$ cat src/rtl/cfg_write_arbiter.sv
// Sole write master for the PWM configuration register bank.
// Loads defaults after reset, then round-robin arbitrates requester writes.
module cfg_write_arbiter #(
    parameter int unsigned       NUM_REQ   = 2,
    parameter int unsigned       ADDR_W    = 7,
    parameter int unsigned       DATA_W    = 8,
    parameter int unsigned       NUM_REGS  = 5,
    parameter logic [DATA_W-1:0] INIT_DUTY = DATA_W'(8'h80)
) (
    input  logic                        clk,
    input  logic                        rst,
    input  logic [NUM_REQ-1:0]          req_valid,
    input  logic [NUM_REQ*ADDR_W-1:0]   req_addr,
    input  logic [NUM_REQ*DATA_W-1:0]   req_data,
    output logic [NUM_REQ-1:0]          req_ready,
    output logic                        wr_en,
    output logic [ADDR_W-1:0]           wr_addr,
    output logic [DATA_W-1:0]           wr_data,
    output logic [1:0]                  wr_src,
    output logic                        init_done,
    output logic                        addr_err
);

    localparam int unsigned CNT_W     = (NUM_REGS > 1) ? $clog2(NUM_REGS) : 1;
    localparam int unsigned PTR_W     = 2;
    localparam int unsigned DUTY_ADDR = 4;

    typedef enum logic {
        ST_INIT,
        ST_ARB
    } state_t;

    state_t               state_q, state_d;
    logic [CNT_W-1:0]     cnt_q, cnt_d;
    logic [PTR_W-1:0]     ptr_q, ptr_d;

    logic                 wr_en_d, addr_err_d, init_done_d;
    logic [ADDR_W-1:0]    wr_addr_d;
    logic [DATA_W-1:0]    wr_data_d;
    logic [1:0]           wr_src_d;

    logic [PTR_W-1:0]           grant;
    logic                       found;
    logic [NUM_REQ-1:0]         vshift;
    int                         idx;
    logic [NUM_REQ*ADDR_W-1:0]  addr_sh;
    logic [NUM_REQ*DATA_W-1:0]  data_sh;
    logic [ADDR_W-1:0]          win_addr;
    logic [DATA_W-1:0]          win_data;

    // Round-robin search: first valid requester starting at the pointer.
    always_comb begin
        grant  = '0;
        found  = 1'b0;
        vshift = '0;
        idx    = 0;
        for (int k = 0; k < int'(NUM_REQ); k++) begin
            idx = int'(ptr_q) + k;
            if (idx >= int'(NUM_REQ)) begin
                idx = idx - int'(NUM_REQ);
            end
            vshift = req_valid >> idx;
            if (!found && vshift[0]) begin
                found = 1'b1;
                grant = PTR_W'(idx);
            end
        end
    end

    // Select the winning requester's address and data.
    always_comb begin
        addr_sh  = req_addr >> (int'(grant) * int'(ADDR_W));
        data_sh  = req_data >> (int'(grant) * int'(DATA_W));
        win_addr = addr_sh[ADDR_W-1:0];
        win_data = data_sh[DATA_W-1:0];
    end

    // Next-state, ready and next-output logic.
    always_comb begin
        state_d     = state_q;
        cnt_d       = cnt_q;
        ptr_d       = ptr_q;
        wr_en_d     = 1'b0;
        addr_err_d  = 1'b0;
        wr_addr_d   = wr_addr;
        wr_data_d   = wr_data;
        wr_src_d    = wr_src;
        init_done_d = init_done;
        req_ready   = '0;

        case (state_q)
            ST_INIT: begin
                wr_en_d   = 1'b1;
                wr_addr_d = ADDR_W'(cnt_q);
                wr_data_d = (cnt_q == CNT_W'(DUTY_ADDR)) ? INIT_DUTY : '0;
                wr_src_d  = 2'd0;
                if (cnt_q == CNT_W'(NUM_REGS - 1)) begin
                    cnt_d   = '0;
                    state_d = ST_ARB;
                end else begin
                    cnt_d = cnt_q + CNT_W'(1);
                end
            end
            ST_ARB: begin
                init_done_d = 1'b1;
                if (found) begin
                    // Ready goes only to a valid requester, so this is a handshake.
                    req_ready  = NUM_REQ'(1) << grant;
                    wr_addr_d  = win_addr;
                    wr_data_d  = win_data;
                    wr_src_d   = 2'(grant);
                    if (win_addr < ADDR_W'(NUM_REGS)) begin
                        wr_en_d = 1'b1;
                    end else begin
                        addr_err_d = 1'b1;
                    end
                    ptr_d = (grant == PTR_W'(NUM_REQ - 1)) ? '0 : grant + PTR_W'(1);
                end
            end
            default: begin
                state_d = ST_INIT;
                cnt_d   = '0;
            end
        endcase
    end

    // State, counters and registered bank-port outputs.
    always_ff @(posedge clk or posedge rst) begin
        if (rst) begin
            state_q   <= ST_INIT;
            cnt_q     <= '0;
            ptr_q     <= '0;
            wr_en     <= 1'b0;
            wr_addr   <= '0;
            wr_data   <= '0;
            wr_src    <= 2'd0;
            init_done <= 1'b0;
            addr_err  <= 1'b0;
        end else begin
            state_q   <= state_d;
            cnt_q     <= cnt_d;
            ptr_q     <= ptr_d;
            wr_en     <= wr_en_d;
            wr_addr   <= wr_addr_d;
            wr_data   <= wr_data_d;
            wr_src    <= wr_src_d;
            init_done <= init_done_d;
            addr_err  <= addr_err_d;
        end
    end

endmodule

$ cat config.mk
export PLATFORM = sky130hd
export DESIGN_NAME = cfg_write_arbiter
export DESIGN_NICKNAME = d
export VERILOG_FILES = /design/src/rtl/cfg_write_arbiter.sv
export SDC_FILE = /design/constraint.sdc
export NUM_CORES = 1
export LEC_CHECK = 0
export ABC_AREA = 1
export CORE_ASPECT_RATIO = 0.5
export CORE_MARGIN = 2
export CORE_UTILIZATION = 38
export DETAILED_ROUTE_END_ITERATION = 8
export PLACE_DENSITY = 0.76
export SYNTH_ARGS = -nofsm -noshare
export SYNTH_HDL_FRONTEND = slang
export SYNTH_SLANG_ARGS = --single-unit
$ cat constraint.sdc
create_clock -name clk -period 1.02 [get_ports clk]
set_input_delay 0.204 -clock clk [delete_from_list [all_inputs] [get_ports clk]]
set_output_delay 0.204 -clock clk [all_outputs]
set_load 0.005 [all_outputs]
==> implementation parameters <==
Parameter                              Value

Status
  Result of the run ... complete, but fails checks
  Violated checks ... setup timing

Placed design
  DPL Wire Length ... 2580 microns
  Cell area reported after detailed placement ... 0.00206 sq mm
  GP Congestion ... 0.789
  Port Buffers ... 55

Final layout
  Most common cell after layout, fill and taps aside ... nand2_1
  Most frequent cells in the layout ... nand2_1, clkdlybuf4s50_1, dfrtp_1, buf_4, buf_2
  Total non-filler cell area in the finished layout ... 0.00227 sq mm
  Ratio of cells with drive above 1 in the final layout ... 44.1%
  Syn-to-layout area delta ... 71.8%
  Number of inserted filler cells in the final layout ... 270
  N_diodes ... 0
  Number of nets in the layout ... 282

Setup path
  Crit path required time ... 0.82 ns
  Startpoint types ... register
  Delay of the slowest cell on the worst path ... 0.39 ns
  Worst setup EP type ... output pin
  Crit Path Max Fanout ... 3
  Startpoint of the lowest-slack register-to-register path ... ptr_q[0]$_DFFE_PP0P_
  Data arrival time of the worst path ... 1.21 ns
  Setup slack, reg-to-reg ... -0.38 ns
  Start-to-end type of the worst setup path ... register to output pin
  Worst reg2reg path endpoint ... wr_en$_DFF_PP0_
  Most Frequent Cell on Critical Path ... inv_2
  FF-to-FF path depth ... 10
  Highest-delay cell along the critical path ... dfrtp_1
  Sequence of cells on the critical path ... inv_2 > nand2_4 > nand3_4 > nand2_4 > inv_2 > nand2_2 > inv_2 > buf_6

Floorplanning
  Full die area ... 0.00399 sq mm
  Initial Utilization ... 39.1%
  Width of the die ... 87.4 microns
  Top-level I/O count ... 56
  Floorplan core area ... 0.00338 sq mm
  Std cell rows ... 15
  Vertical die dimension ... 45.7 microns

Power and ir drop
  Portion of total power attributed to combinational logic ... 29.1%
  Highest ir drop seen on vdd ... 518 uV
  Switching share of power ... 27.1%
  Fraction of power consumed by the clock network ... 25.8%
  Part of the total power dissipated in sequential elements ... 45.1%
  Cell leakage power ... 0.00111 uW
  Power density relative to cell area ... 1150 mW/mm^2
  Total Power Consumption ... 2610 uW
  Psw ... 708 uW
  P_int ... 1900 uW

Clock tree
  Clock-pin slew on the worst setup and hold paths ... 0.09 ns
  # hold bufs at CTS ... 0
  Number of H-tree branching levels ... 1
  TritonCTS Buffers ... 3
  CTS max path bufs ... 2
  Insertion delay to the later sink of the worst-skew pair ... 0.27 ns
  Root buffer selected by CTS ... clkbuf_8
  Number of sinks driven by the clock tree ... 26
  TritonCTS clock tree ... yes

Logic synthesis
  Syn. warnings ... 0
  Syn Std Cell Area ... 0.00132 sq mm
  Multiplexer area fraction after synthesis ... 0%
  Share of synthesized cell area in and, or, nand and nor gates ... 29.9%
  Fraction of the mapped netlist area in adder cells ... 1.89%
  Synthesized flop and latch total ... 26
  EDFF count, synth ... 0
  XOR/XNOR share of the synthesized area ... 0%
  Post-Synthesis Net Count ... 191
  Part of the Yosys area used for sequential elements ... 49.2%
  Most frequently used flop master after synthesis ... dfrtp_1
  Area share of the largest cell type after synthesis ... 49.2%
  Dominant combinational cell family by area after synthesis ... simple AND/OR/NAND/NOR gates
  Dominant cell type by area after synthesis ... dfrtp_1
  Post-synthesis instance total ... 155
  Leading post-synthesis cells by cell area ... dfrtp_1, nand2_1, nor2_1
  Compound-gate portion of the synthesized area ... 10.2%
  Average size of a mapped cell ... 8.52 sq um
  Async S/R FF share, synth ... 100%
  Synth cell types ... 21

Routing
  Sum of routed wire length over all layers ... 3720 microns
  Number of optimization iterations in the first detailed-route pass ... 4
  DRC violations left ... 0
  Via count ... 1330
  Number of nets with antenna violations after routing ... 0
  Average routed wire per standard cell ... 12.9 microns
  Detailed Route Iter0 Violations ... 50
  Ratio of routed vias to standard cells ... 4.63

STA
  Max-slew violation count ... 0
  Setup violations, final ... 24
  Worst-case setup margin in the final layout ... -0.393 ns
  RSZ-0062 raised after global routing ... yes
  Slew of the pin with the lowest slew margin ... 0.207 ns
  Clock period minus final worst setup slack ... 1.41 ns
  Final hold viol count ... 0
  Clock skew after layout ... 0.00309 ns
  FMAX ... 0.708 GHz
  Relative slew slack ... 86.2%
  Part of the cycle the worst path needs ... 139%

GRT
  Total routing usage reported by global routing ... 17.7%
  Wire length of the first global-routing pass ... 5260 microns
  Via count of the first global-routing pass ... 1209
  Largest net degree at the start of global routing ... 27
  Grt total ovfl ... 0
  Initial antenna violation count ... 0

Worst hold path
  Type of the tightest min-delay check ... primary input to async pin

Flow run
  Count of maximum capacitance violations ... 0
## metal layers
metal	track usage (%)	wire (microns)	vias up	share of wire, %
li1	-	-	670	-
met2	33.3	1990	27	54
met1	20.2	1590	631	43
met3	4.35	116	2	3.1
met4	6.46	19	0	0.51
met5	0	0	-	0
## sequential cells by signal, indices dropped and copies added, names as in the netlist
signal     cells
wr_addr        7
state_q        1
addr_err       1
wr_src         2
ptr_q          2
wr_data        8
wr_en          1
init_done      1
cnt_q          3
## how the worst max path moves through the flow
stage                    startpoint  slack (ns)              end
2_1_floorplan  ptr_q[0]$_DFFE_PP0P_       -0.08     req_ready[0]
3_3_place_gp           req_valid[0]       -0.79     req_ready[0]
3_5_place_dp           req_valid[0]       -0.86     req_ready[0]
4_1_cts        ptr_q[0]$_DFFE_PP0P_       -0.39     req_ready[0]
5_1_grt        ptr_q[0]$_DFFE_PP0P_       -0.49  wr_en$_DFF_PP0_
6_report       ptr_q[0]$_DFFE_PP0P_       -0.39     req_ready[0]
## stage by stage
stage          util [%]  std cells  hold WS (ns)  setup TNS, ns  worst slack, ns
3_5_place_dp       60.9        268         0.451         -14.13           -0.863
5_1_grt            67.2        287         0.264          -8.40           -0.488
6_report           67.2        287         0.248          -6.79           -0.393
4_1_cts            62.4        278         0.247          -6.61           -0.394
2_1_floorplan         -        155         0.244         -0.894          -0.0751
3_3_place_gp       60.9        268         0.454         -12.98           -0.791
## area by class of cell
type                    instances  area, sq um  share of cell area (%)
clock buffers                   4         55.1                    2.43
well taps                      42         52.6                    2.32
repair buffers                 90          774                    34.1
flip-flops and latches         26          652                    28.7
inverters                      19         76.3                    3.36
multi-input cells             106          659                    29.1
## timing repair
| item | 4_1_cts | 5_1_grt |
|---|---|---|
| buffers inserted | 8 | 10 |
| cloned | 0 | 0 |
| setup endpoints to repair | 46 | 39 |
| pin swaps | 7 | 8 |
| gates resized for setup | 109 | 34 |
## synth_stat cells (3+ instances only)
| library cell | instances |
|---|---|
| dfrtp_1 | 26 |
| o31ai_1 | 4 |
| o31ai_2 | 3 |
| nand2_4 | 3 |
| nand3_1 | 5 |
| a21oi_1 | 4 |
| buf_6 | 3 |
| o21ai_0 | 7 |
| nor2_1 | 22 |
| nand3b_1 | 5 |
| inv_1 | 16 |
| nand2_1 | 46 |
## power groups by stage
| stage | clock network [uW] | registers [uW] | logic (uW) |
|---|---|---|---|
| 2_1_floorplan | 0 | 1200 | 260 |
| 3_3_place_gp | 0 | 1190 | 707 |
| 3_5_place_dp | 0 | 1200 | 721 |
| 4_1_cts | 686 | 1170 | 693 |
| 5_1_grt | 741 | 1190 | 824 |
| 6_report | 675 | 1180 | 760 |
## worst max-delay path, delay by kind of cell (launching register included)
kind / cells / cell delay (ns)
flip-flops: 1 / 0.39
AND/OR/NAND/NOR: 4 / 0.26
buffers and inverters: 4 / 0.28
## logic make-up (layout without fill, tap and decap cells)
family / after synthesis / count (layout)
DFF: 26 / 26
adders and majority gates: 2 / 2
and+or+nand+nor: 84 / 84
buffers and inverters: 23 / 113
AOI/OAI and AO/OA: 20 / 20
No activity file was read; power rests on OpenSTA's default activity.
